[config.mk]
export PLATFORM = sky130hd
export DESIGN_NAME = id_ex_stage
export DESIGN_NICKNAME = d
export VERILOG_FILES = /design/src/rtl/pipe_pkg.sv /design/src/rtl/hazard_detect.sv /design/src/rtl/id_ex_stage.sv
export SDC_FILE = /design/constraint.sdc
export NUM_CORES = 1
export LEC_CHECK = 0
export ABC_AREA = 1
export ABC_CLOCK_PERIOD_IN_PS = 4700
export CAP_MARGIN = 15
export CORE_MARGIN = 5
export CORE_UTILIZATION = 25
export CTS_CLUSTER_DIAMETER = 50
export DETAILED_ROUTE_END_ITERATION = 12
export MAX_ROUTING_LAYER = met4
export SYNTH_ARGS = -nofsm -noshare
export SYNTH_HDL_FRONTEND = slang
export SYNTH_SLANG_ARGS = --single-unit
[constraint.sdc]
create_clock -name clk -period 4.7 [get_ports clk]
set_clock_uncertainty 0.1 [all_clocks]
set_input_delay 0.47 -clock clk [delete_from_list [all_inputs] [get_ports clk]]
set_output_delay 0.47 -clock clk [all_outputs]
set_load 0.02 [all_outputs]
[src/rtl/pipe_pkg.sv]
// Shared MIPS pipeline definitions: control-bundle bit positions, instruction
// field positions and a small immediate helper used by the decode side.
package pipe_pkg;

    localparam int CTRL_W = 10;

    // Control bundle bit indices
    localparam int REG_WRITE  = 0;
    localparam int MEM_READ   = 1;
    localparam int MEM_WRITE  = 2;
    localparam int MEM_TO_REG = 3;
    localparam int ALU_SRC    = 4;
    localparam int REG_DST    = 5;
    localparam int BRANCH     = 6;
    localparam int ALU_OP_LSB = 7;
    localparam int ALU_OP_MSB = 9;

    // Instruction field positions
    localparam int RS_MSB    = 25;
    localparam int RS_LSB    = 21;
    localparam int RT_MSB    = 20;
    localparam int RT_LSB    = 16;
    localparam int RD_MSB    = 15;
    localparam int RD_LSB    = 11;
    localparam int SHAMT_MSB = 10;
    localparam int SHAMT_LSB = 6;
    localparam int IMM_MSB   = 15;
    localparam int IMM_LSB   = 0;

    function automatic logic [31:0] sign_ext16(input logic signed [15:0] imm);
        return {{16{imm[15]}}, imm};
    endfunction

endpackage

[src/rtl/hazard_detect.sv]
// Load-use hazard detector: an ID instruction reading the destination of a
// load currently in EX must wait one cycle. Purely combinational.
module hazard_detect (
    input  logic       id_valid,
    input  logic [4:0] id_rs,
    input  logic [4:0] id_rt,
    input  logic       ex_valid,
    input  logic       ex_mem_read,
    input  logic [4:0] ex_rt,
    output logic       haz
);

    // $0 is hardwired to zero, so a load targeting it can never be consumed.
    assign haz = id_valid & ex_valid & ex_mem_read & (ex_rt != 5'd0)
               & ((ex_rt == id_rs) | (ex_rt == id_rt));

endmodule

[src/rtl/id_ex_stage.sv]
// ID/EX pipeline stage: drives register file read pointers, captures operands
// and decoded fields, inserts load-use bubbles and squashes on branch flush.
module id_ex_stage #(
    parameter int CTRL_W = pipe_pkg::CTRL_W,
    parameter int CNT_W  = 16
) (
    input  logic              clk,
    input  logic              rst_n,
    input  logic              id_valid,
    input  logic [31:0]       id_instr,
    input  logic [31:0]       id_pc4,
    input  logic [CTRL_W-1:0] id_ctrl,
    input  logic              flush,
    output logic [4:0]        R1point,
    output logic [4:0]        R2point,
    input  logic [31:0]       R1,
    input  logic [31:0]       R2,
    output logic              stall,
    output logic              ex_valid,
    output logic [CTRL_W-1:0] ex_ctrl,
    output logic [31:0]       ex_rs_data,
    output logic [31:0]       ex_rt_data,
    output logic [31:0]       ex_imm,
    output logic [4:0]        ex_rs,
    output logic [4:0]        ex_rt,
    output logic [4:0]        ex_rd,
    output logic [4:0]        ex_shamt,
    output logic [31:0]       ex_pc4,
    output logic [CNT_W-1:0]  bubble_count
);

    import pipe_pkg::*;

    logic [4:0]         rs;
    logic [4:0]         rt;
    logic [4:0]         rd;
    logic [4:0]         shamt;
    logic signed [15:0] imm;
    logic               haz;
    logic               unused_opcode;

    assign rs            = id_instr[RS_MSB:RS_LSB];
    assign rt            = id_instr[RT_MSB:RT_LSB];
    assign rd            = id_instr[RD_MSB:RD_LSB];
    assign shamt         = id_instr[SHAMT_MSB:SHAMT_LSB];
    assign imm           = id_instr[IMM_MSB:IMM_LSB];
    assign unused_opcode = ^id_instr[31:26];

    assign R1point = rs;
    assign R2point = rt;

    hazard_detect u_hazard (
        .id_valid    (id_valid),
        .id_rs       (rs),
        .id_rt       (rt),
        .ex_valid    (ex_valid),
        .ex_mem_read (ex_ctrl[MEM_READ]),
        .ex_rt       (ex_rt),
        .haz         (haz)
    );

    // A flush kills the ID instruction anyway, so holding IF/ID would be wasted.
    assign stall = haz & ~flush & rst_n;

    function automatic logic [CNT_W-1:0] sat_inc(input logic [CNT_W-1:0] v);
        return (&v) ? v : v + 1'b1;
    endfunction

    // ID -> EX boundary
    always_ff @(posedge clk) begin
        if (!rst_n) begin
            ex_valid     <= 1'b0;
            ex_ctrl      <= '0;
            ex_rs_data   <= '0;
            ex_rt_data   <= '0;
            ex_imm       <= '0;
            ex_rs        <= '0;
            ex_rt        <= '0;
            ex_rd        <= '0;
            ex_shamt     <= '0;
            ex_pc4       <= '0;
            bubble_count <= '0;
        end else begin
            ex_rs_data <= R1;
            ex_rt_data <= R2;
            ex_imm     <= sign_ext16(imm);
            ex_rs      <= rs;
            ex_rt      <= rt;
            ex_rd      <= rd;
            ex_shamt   <= shamt;
            ex_pc4     <= id_pc4;
            if (flush) begin
                ex_valid <= 1'b0;
                ex_ctrl  <= '0;
            end else if (haz) begin
                ex_valid     <= 1'b0;
                ex_ctrl      <= '0;
                bubble_count <= sat_inc(bubble_count);
            end else begin
                ex_valid <= id_valid;
                ex_ctrl  <= id_valid ? id_ctrl : '0;
            end
        end
    end

endmodule

### Word level (Yosys, flattened, before mapping)

Index checks and enable logic that the tools add are counted.

| cells by class | value |
|---|---|
| add/subtract/negate cells | 1 |
| $mul | 0 |
| div/mod/pow operators | 0 |
| order comparisons | 0 |
| eq/ne operators | 2 |
| shifts and indexed selects | 0 |
| muxes and demuxes | 0 |
| bitwise logic cells | 11 |
| reduce and logical (&&, ||, !) cells | 5 |

Operators by type and width:

| kind | count |
|---|---|
| adder 16 x 1 -> 16 bit (second input constant) | 1 |
| AND reduction 16 bit | 1 |
| equality test 5 bit | 2 |
| AND 1 bit | 6 |
| nonzero test 5 bit | 1 |
| NOT 1 bit | 4 |
| OR reduction 4 bit | 1 |
| AND reduction 3 bit | 1 |
| OR reduction 3 bit | 1 |
| bitwise OR 1 bit | 1 |

| word-level totals | value |
|---|---|
| register bits after elaboration | 159 |
| latch bits | 0 |
| memory bits (writable) | 0 |
| memory bits (read-only) | 0 |
| input port bits | 142 |
| memories kept | 0 |

### Longest topological paths before layout

Gate-level depths: netlist of run 1.

| logic depth | value |
|---|---|
| depth in word-level cells | 6 |
| mapped depth | 11 |
| depth with buffers taken out | 11 |

### Modules after synthesis

A second synthesis of run 1 with hierarchy kept.

| unflattened totals | value |
|---|---|
| cell total of the unflattened synthesis | 671 |
| area, all modules | 5331.4 µm² |

Modules (own cells, without submodules):

| module | times used | cells each | area each (µm²) | sequential area each (µm²) |
|---|---|---|---|---|
| id_ex_stage | 1 | 626 | 5134.9 | 2982.9 |
| hazard_detect | 1 | 45 | 196.4 | 0.0 |

### Worst setup path after synthesis of run 1

Ideal clock, no wire load.

| timing path | value |
|---|---|
| path kind | register -> output |
| start | register ex_rt[4] |
| end | output stall |
| data arrival time | 1.323 ns |
| path slack | 2.807 ns |
| cell stages (with the launch flop) | 9 |
| path buffers | 0 |
| cell sequence | dfxtp_1 inv_2 nand2_1 nand2_1 nor2_2 nand3_2 nand2_4 nand2_1 nor2_1 |

| on the way | value |
|---|---|
| word-level cells in the longest chain between the ends | 5 |
| elaborated cells between the ends (all ways) | 8 |
| those cells by class | eq/ne (2); bitwise (5); reduce/logical (1) |

RTL lines:

| what | RTL line | source |
|---|---|---|
| start, declared | id_ex_stage.sv:25 | `output logic [4:0] ex_rt,` |
| start signal, assigned | id_ex_stage.sv:88 | `ex_rt <= rt;` |
| equality test 5 bit / nonzero test 5 bit (equally long branches) | hazard_detect.sv:15, hazard_detect.sv:14 |  |
| bitwise OR 1 bit / AND 1 bit (equally long branches) | hazard_detect.sv:15, hazard_detect.sv:14 |  |
| AND 1 bit (*) | hazard_detect.sv:15 | `& ((ex_rt == id_rs) \| (ex_rt == id_rt));` |
| AND 1 bit (*) (2 in series) | id_ex_stage.sv:63 | `assign stall = haz & ~flush & rst_n;` |
| end, declared | id_ex_stage.sv:18 | `output logic stall,` |

Every way passes the cells marked *; elsewhere a longest branch is shown, timed or not.

### Final worst setup path of run 1

| timing path | value |
|---|---|
| start | input id_instr[20] |
| end | output stall |

| on the way | value |
|---|---|
| word-level cells in the longest chain between the ends | 5 |

RTL lines:

| what | RTL line | source |
|---|---|---|
| start, declared | id_ex_stage.sv:10 | `input logic [31:0] id_instr,` |
| equality test 5 bit | hazard_detect.sv:15 |  |
| bitwise OR 1 bit | hazard_detect.sv:15 |  |
| AND 1 bit | hazard_detect.sv:15 |  |
| AND 1 bit (2 in series) | id_ex_stage.sv:63 |  |

Every way passes these cells.

==> out/qor.yml, run 1 <==
cts_buffer_depth: 2
drc_errors: 0
cts_max_level: 4
required_ns: 4.13
cp_data_arrival_time_ns: 2.43
yosys_warnings: 0
min_period_ns: 3.00
core.rowCount: 53
wl_met3_mm: 1.62
switchingPower_uw: 824
yosys.area_share.simple_pct: 22.0
cts_made_buffers: 17
rsz0062_at_grt: "false"
synthArstFlopShare_pct: 0
avgSynthCellArea_um2: 8.01
yosysSeqAreaShare_pct: 56.5
cts.reportedPaths.clkPinSlew_ns: 0.06
fin_tns_setup_ns: 0
post-synth-top-count-cell: "nand2_1"
grt_pass1_vias: 4448
synth_top_family_by_area: "simple AND/OR/NAND/NOR gates"
p_int_uw: 2330
path_class: "input pin to output pin"
grt_max_degree: 81
yosys.area.top_type_share_pct: 56.5
highest_layer: "met4"
min_path_type: "flip-flop to flip-flop"
overflow: 0
setup.worst_path.end: "stall"
rrSetupSlack_ns: 2.92
ant_nets: 0
met2_length_mm: 7.70
yosysTopAreaCell: "dfxtp_1"
slowest_stage: "clkdlybuf4s50_1"
synth_edf_count: 0
worst_slew_pin_slew_ns: 0.779
vias_per_cell: 3.68
status: "finished, final reports clean"
cts-root-buf: "clkbuf_16"
drive_gt1_share_pct: 7.11
insertion_delay_ns: 0.41
setup_violations: 0
crit_start: "id_instr[20]"
synth_seq_cells: 149
rr_startpoint: "ex_rt[0]"
yosysUniqueCellTypes: 27
fillers: 2113
slew_violations: 0
yosys.area_share.xor_xnor_pct: 0.829
timing.rr.end: "ex_ctrl[9]"
die_w_um: 155
timing.final.ws_setup_ns: 1.70
syn_inst: 659
cts_tree: "built"
place_congestion: 0.765
core_mm2: 0.0209
endpoint_kind: "output pin"
synth.area.mux_share_pct: 0
synthToLayoutAreaGrowth_pct: 71.8
seqPwrFrac_pct: 42.5
cp_top_family: "buffers and inverters"
synth_adder_area_share_pct: 0.237
vias: 4541
layout.nets: 1087
p_sw_share_pct: 26.1
synth_common_cells: "nand2_1 (177), inv_1 (168), dfxtp_1 (149)"
cts_sinks: 149
worstPathCellList: "clkdlybuf4s50_1, inv_1, nand2_1, nand2_1, nor2_1, nand3_1, nand2_4, nand2_1, nor2_1, clkdlybuf4s50_1"
power_density_mw_per_mm2: 348
io_pins: 328
synth-compound-area-share_pct: 1.11
groute.usage.overall_pct: 12.9
antenna_found_initial: 1
dp_slack_ns: 1.69
dpl.hpwl_mm: 12.0
syn_area_mm2: 0.00528
first_pass_iters: 4
grt_pass1_wl_mm: 23.4
hold_viol: 0
fin_crit_sh_pct: 63.8
ir_drop_uv: 205
drt_iter0_drc: 82
cp.depth: 10
drv_cap: 0
crit_top_cell: "nand2_1"
cts_hold_buffers: 0
rr_worst_depth: 8
dieArea_mm2: 0.0241
post_cts_resized: 0
cp_max_fo: 10
max_stage_delay_ns: 0.63
comb_power_share_pct: 14.2
cp-start-kind: "input pin"
clock.fmax_ghz: 0.334
portBuffers: 321
wl_met1_mm: 5.92
start_util_pct: 25.3
p_total_uw: 3160
clkPwrFrac_pct: 43.4
leakagePower_uw: 0.00456
cts_setup_buffers: 0
synth_fp_nets: 802
synth_flop_cell: "dfxtp_1"
wl_per_cell_um: 12.5
maxSlewHeadroom_pct: 48.1
totalWireLength_mm: 15.4
dieHeight_um: 155
yosys-top-cells-area: "dfxtp_1 (56%), nand2_1 (13%), inv_1 (12%)"
crit_buf_inv: 3
[how the worst min path moves through the flow]
| stage | from | end | slack (ns) | depth (start not counted) |
|---|---|---|---|---|
| final | bubble_count[13] | bubble_count[13] | 0.44 | 2 |
| after global routing | id_pc4[25] | ex_pc4[25] | 0.45 | 3 |
| after CTS | bubble_count[13] | bubble_count[13] | 0.45 | 2 |
| after detailed placement | bubble_count[13] | bubble_count[13] | 0.44 | 2 |
| after global placement | bubble_count[13] | bubble_count[13] | 0.43 | 2 |
| after floorplan | id_instr[21] | ex_rs[0] | 0.46 | 2 |
[flip-flops by register name (all words and copies together) (netlist names)]
name,cells
ex_valid,1
ex_ctrl,10
ex_rt_data,32
ex_rt,5
ex_rs_data,32
ex_pc4,32
ex_rs,5
bubble_count,16
ex_imm,16
[cells in the final DEF (no fill, tap or decap), types with 2 or more instances in the layout]
cell type	instances
buf_4	2
clkbuf_16	17
clkdlybuf4s50_1	320
clkinv_4	2
clkinvlp_4	2
dfxtp_1	149
inv_1	168
inv_2	5
inv_6	5
inv_8	3
nand2_1	177
nand2_2	5
nand2_4	3
nand3_1	8
nand3_2	3
nand4_1	9
nor2_1	39
nor2_2	13
nor3_1	3
o21ai_0	7
o21bai_1	2
xnor2_1	2
xor2_1	3
[per-layer routing]
| layer | vias up | track usage [%] |
|---|---|---|
| met3 | 11 | 6.01 |
| met2 | 177 | 21.2 |
| met1 | 1961 | 13.9 |
| met5 | - | - |
| met4 | 0 | 3.92 |
| li1 | 2392 | - |
[power groups by stage]
stage | Sequential, uW | Clock [uW] | Combinational [uW]
after floorplan | 1440 | 0 | 117
after global placement | 1370 | 0 | 453
after detailed placement | 1370 | 0 | 453
after CTS | 1340 | 1420 | 455
after global routing | 1350 | 1470 | 480
final | 1340 | 1370 | 447
[metrics by stage]
step	utilization (%)	instances	hold WS [ns]	area [um2]
after floorplan	-	659	0.463	5280
after global placement	40.6	1200	0.429	8470
after detailed placement	40.6	1200	0.435	8470
after CTS	43.4	1232	0.447	9070
after global routing	43.4	1233	0.453	9070
final	43.4	1233	0.441	9070
[worst register-to-register path, stage by stage, from the launching register on]
cell,delay (ns)
dfxtp_1,0.40
nor2_1,0.07
nor2_1,0.10
nor2_1,0.05
nand3_1,0.10
nand2_4,0.12
nand2_1,0.11
nand4_1,0.42
nor2_1,0.23
[cell families (layout without fill, tap and decap cells)]
kind of cell / after synthesis / after routing
other: 0 / 1
DFF: 149 / 149
AOI/OAI and AO/OA: 10 / 10
adders and majority gates: 1 / 1
and+or+nand+nor: 265 / 265
xor gates and xnor gates: 5 / 5
buffers and inverters: 229 / 527
[area by class of cell]
| type | instances | area, um2 | share of cell area (%) |
|---|---|---|---|
| flip-flops and latches | 149 | 2980 | 32.9 |
| inverters | 173 | 649 | 7.16 |
| well taps | 275 | 344 | 3.79 |
| repair buffers | 322 | 3220 | 35.5 |
| diodes | 1 | 2.50 | 0.0276 |
| clock inverters | 14 | 156 | 1.72 |
| clock buffers | 18 | 439 | 4.84 |
| multi-input cells | 281 | 1280 | 14.1 |
Note: power is estimated with default switching activity, not from simulation.
==> run 2, diff against run 1 <==
Settings changed: ABC_CLOCK_PERIOD_IN_PS 4700 to 2400.
Clock period 4.7 ns to 2.4 ns, I/O delays scaled along.
==> out/qor.yml, run 2 (same netlist as run 1, synthesis figures left out) <==
cp-start-kind: "flip-flop"
hold_start: "R1[24]"
start_util_pct: 25.3
overflow: 0
holdWs_ns: 0.241
placed_area_mm2: 0.00855
whs_endpoint: "ex_rs_data[24]"
vias: 4559
fin_tns_setup_ns: 0
setup_violations: 0
min_period_ns: 2.14
grt_pass1_wl_mm: 23.2
hold_depth: 3
cts_tree: "built"
vias_per_cell: 3.67
wl_per_cell_um: 12.4
core_mm2: 0.0209
maxSlewHeadroom_pct: 58.7
synthToLayoutAreaGrowth_pct: 73.0
hold_viol: 0
biggestRegsByFlops: "ex_pc4 (32), ex_rs_data (32), ex_rt_data (32)"
groute.usage.overall_pct: 12.8
first_pass_iters: 4
die_w_um: 155
ir_drop_uv: 414
ant_nets: 0
timing.rr.end: "bubble_count[0]"
clock.fmax_ghz: 0.467
worstPathCellList: "inv_2, nand2_1, nand2_1, nor2_2, nand3_2, nand2_4, nand2_1, nor2_1, dlygate4sd2_1"
grt_max_degree: 140
crit_start: "ex_rt[4]"
fin_area_mm2: 0.00914
rr_worst_depth: 10
portBuffers: 321
slew_violations: 0
insertion_delay_ns: 0.41
post_cts_resized: 1
crit_top_cell: "nand2_1"
drv_cap: 0
place_congestion: 0.775
io_pins: 328
min_path_type: "input pin to flip-flop"
totalWireLength_mm: 15.4
fin_crit_sh_pct: 89.1
cp_data_arrival_time_ns: 1.80
core.rowCount: 53
dpl.hpwl_mm: 12.0
layout.nets: 1095
endpoint_kind: "output pin"
cts_setup_buffers: 0
rsz0062_at_grt: "false"
cts-root-buf: "clkbuf_16"
cts_sinks: 149
worst_slew_pin_slew_ns: 0.619
drt_iter0_drc: 113
cts_max_level: 4
cts.reportedPaths.clkPinSlew_ns: 0.07
dieHeight_um: 155
mostFrequentLayoutCell: "clkdlybuf4s50_1"
required_ns: 2.06
power_density_mw_per_mm2: 668
antenna_found_initial: 1
max_stage_delay_ns: 0.40
drc_errors: 0
cts_hold_buffers: 0
cts_made_buffers: 17
grt_pass1_vias: 4475
cts_buffer_depth: 2
leakagePower_uw: 0.00460
status: "finished, final reports clean"
path_class: "flip-flop to output pin"
rrSetupSlack_ns: 0.64
cp_max_fo: 4
rr_startpoint: "bubble_count[0]"
dieArea_mm2: 0.0241
layout_common_cells: "clkdlybuf4s50_1 (319), nand2_1 (177), inv_1 (168)"
drive_gt1_share_pct: 7.88
slowest_stage: "dfxtp_1"
==> run 2: changes by cell type in the layout (fill, tap and decap cells not counted), sizes merged <==
cell           delta
buf               +8
clkinv            +4
bufinv            -1
clkbuf            -1
clkdlybuf4s50     -1
clkinvlp          -1
dlygate4sd2       +1
inv               -1
==> run 2: worst max path at each step <==
stage | end | slack (ns) | depth (start not counted)
final | stall | 0.26 | 9
after global routing | stall | 0.02 | 9
after CTS | stall | 0.19 | 9
after detailed placement | stall | 0.008 | 10
after global placement | stall | 0.03 | 10
after floorplan | bubble_count[12] | 0.63 | 11
==> run 2: cell type report <==
cell class	count	area [um2]
Clock inverter	15	164
Clock buffer	17	425
Timing Repair Buffer	330	3290
Tap cell	275	344
Fill cell	2115	11800
Antenna cell	1	2.50
Inverter	173	649
Sequential cell	149	2980
Multi-Input combinational cell	281	1280
==> run 2: routing by layer <==
| metal | wire length, um | up-vias | global-route usage [%] | share of wire (%) |
|---|---|---|---|---|
| met4 | 271 | 0 | 4.46 | 1.8 |
| met2 | 7630 | 178 | 21.3 | 49 |
| met3 | 1500 | 18 | 5.56 | 9.7 |
| met1 | 6020 | 1956 | 13.7 | 39 |
| li1 | - | 2407 | - | - |
| met5 | 0 | - | - | 0 |
==> run 2: power breakdown <==
part | switching [uW] | internal, uW | total (uW)
clock network | 1200 | 1390 | 2590
logic | 404 | 484 | 888
registers | 39.3 | 2590 | 2630
total | 1640 | 4460 | 6110
==> run 2: through the flow <==
stage / utilization, % / power [uW] / cells / setup slack [ns]
after floorplan: - / 3060 / 659 / 0.628
after global placement: 40.9 / 3580 / 1208 / 0.0325
after detailed placement: 40.9 / 3580 / 1208 / 0.00808
after CTS: 43.7 / 6240 / 1240 / 0.187
after global routing: 43.7 / 6410 / 1241 / 0.0231
final: 43.7 / 6110 / 1241 / 0.261
==> run 2: worst max-delay path, delay by kind of cell, from the launching register on <==
family | cells | cell delay, ns
flip-flops | 1 | 0.40
AND/OR/NAND/NOR | 7 | 0.56
buffers and inverters | 2 | 0.43
==> run 3, diff against run 2 <==
Settings changed: CELL_PAD_IN_SITES_DETAIL_PLACEMENT set to 1, CELL_PAD_IN_SITES_GLOBAL_PLACEMENT set to 1, CORE_UTILIZATION 25 to 23, PLACE_DENSITY_LB_ADDON set to 0.1, SLEW_MARGIN set to 20.
==> out/qor.yml, run 3 (same netlist as run 1, synthesis figures left out) <==
status: "finished, final reports clean"
grt_max_degree: 122
rrSetupSlack_ns: 0.59
layout.nets: 1096
grt_pass1_vias: 4880
dpl.hpwl_mm: 14.2
io_pins: 328
regArea_mm2: 0.00298
core_mm2: 0.0226
cts_sinks: 149
slew_violations: 0
slowest_stage: "clkdlybuf4s50_1"
dieHeight_um: 162
insertion_delay_ns: 0.42
cts_tree: "built"
groute.usage.overall_pct: 14.3
hold_start: "rst_n"
grt_pass1_wl_mm: 27.5
ir_drop_uv: 376
endpoint_kind: "output pin"
required_ns: 2.06
first_pass_iters: 5
wl_per_cell_um: 14.5
rr_worst_depth: 10
die_w_um: 162
layout_common_cells: "clkdlybuf4s50_1 (319), nand2_1 (177), inv_1 (168)"
fillers: 2639
leakagePower_uw: 0.00461
fin_crit_sh_pct: 88.2
holdWs_ns: 0.0772
fin_cells: 1251
min_period_ns: 2.12
n_antenna_cell: 0
timing.rr.end: "bubble_count[2]"
maxSlewHeadroom_pct: 57.5
whs_endpoint: "ex_rs[3]"
synthToLayoutAreaGrowth_pct: 73.1
totalWireLength_mm: 18.2
worst_slew_pin_slew_ns: 0.638
fin_tns_setup_ns: 0
min_path_type: "input pin to flip-flop"
mostFrequentLayoutCell: "clkdlybuf4s50_1"
cts.reportedPaths.clkPinSlew_ns: 0.07
setup_violations: 0
p_total_uw: 6160
max_stage_delay_ns: 0.72
cp-start-kind: "flip-flop"
hold_depth: 3
cts_buffer_depth: 2
core.rowCount: 55
cts-root-buf: "clkbuf_16"
drc_errors: 0
fin_area_mm2: 0.00914
drt_iter0_drc: 127
cp_max_fo: 18
biggestRegsByFlops: "ex_pc4 (32), ex_rs_data (32), ex_rt_data (32)"
place_congestion: 0.712
hold_viol: 0
clock.fmax_ghz: 0.473
drv_cap: 0
cts_setup_buffers: 0
vias: 4669
overflow: 0
drive_gt1_share_pct: 7.97
worstPathCellList: "clkdlybuf4s50_1"
cts_made_buffers: 17
crit_buf_inv: 1
antenna_found_initial: 0
portBuffers: 321
power_density_mw_per_mm2: 674
cts_max_level: 4
path_class: "flip-flop to output pin"
ant_nets: 0
multi_input_area_mm2: 0.00128
rsz0062_at_grt: "false"
start_util_pct: 23.3
cp_data_arrival_time_ns: 1.78
rr_startpoint: "ex_rt[1]"
place_inst: 1219
cp_top_family: "buffers and inverters"
dieArea_mm2: 0.0261
placed_area_mm2: 0.00857
vias_per_cell: 3.73
## run 3: worst max-delay path by stage
stage | from | to | slack [ns] | cells after the start
2_1_floorplan | bubble_count[1] | bubble_count[12] | 0.63 | 11
5_1_grt | ex_rt[1] | stall | 0.11 | 9
3_5_place_dp | id_instr[17] | stall | -0.03 | 10
3_3_place_gp | id_instr[17] | stall | -0.02 | 10
6_report | ex_imm[15] | ex_imm[27] | 0.28 | 1
4_1_cts | ex_rt[1] | stall | 0.10 | 9
## run 3: timing repair
action / in CTS / in global routing
hold buffers: 0 / 0
resized for setup: 1 / 2
endpoints found under the setup margin: 1 / 1
## run 3: layer usage
layer  track usage [%]  part of all wire [%]
met2              24.1                    50
met3              8.91                    12
met5                 -                     0
met4              3.76                  0.80
met1              13.9                    36
## run 3: metrics by stage
step                      util, %  setup slack, ns
after floorplan                 -            0.628
after global placement       37.8          -0.0214
after detailed placement     37.8          -0.0328
after CTS                    40.4            0.102
after global routing         40.4            0.115
final                        40.4            0.284
## run 3: cell type report
class,count,area share (%)
clock buffers,18,4.70
clock inverters,14,1.64
inverters,173,7.10
multi-input cells,281,14.0
flip-flops and latches,149,32.6
well taps,285,3.90
repair buffers,331,36.0
## run 3: report_power, final
group          switching [uW]  total (uW)  internal [uW]
combinational             412         898            485
clock                    1240        2640           1400
sequential               38.7        2620           2590
total                    1690        6160           4470
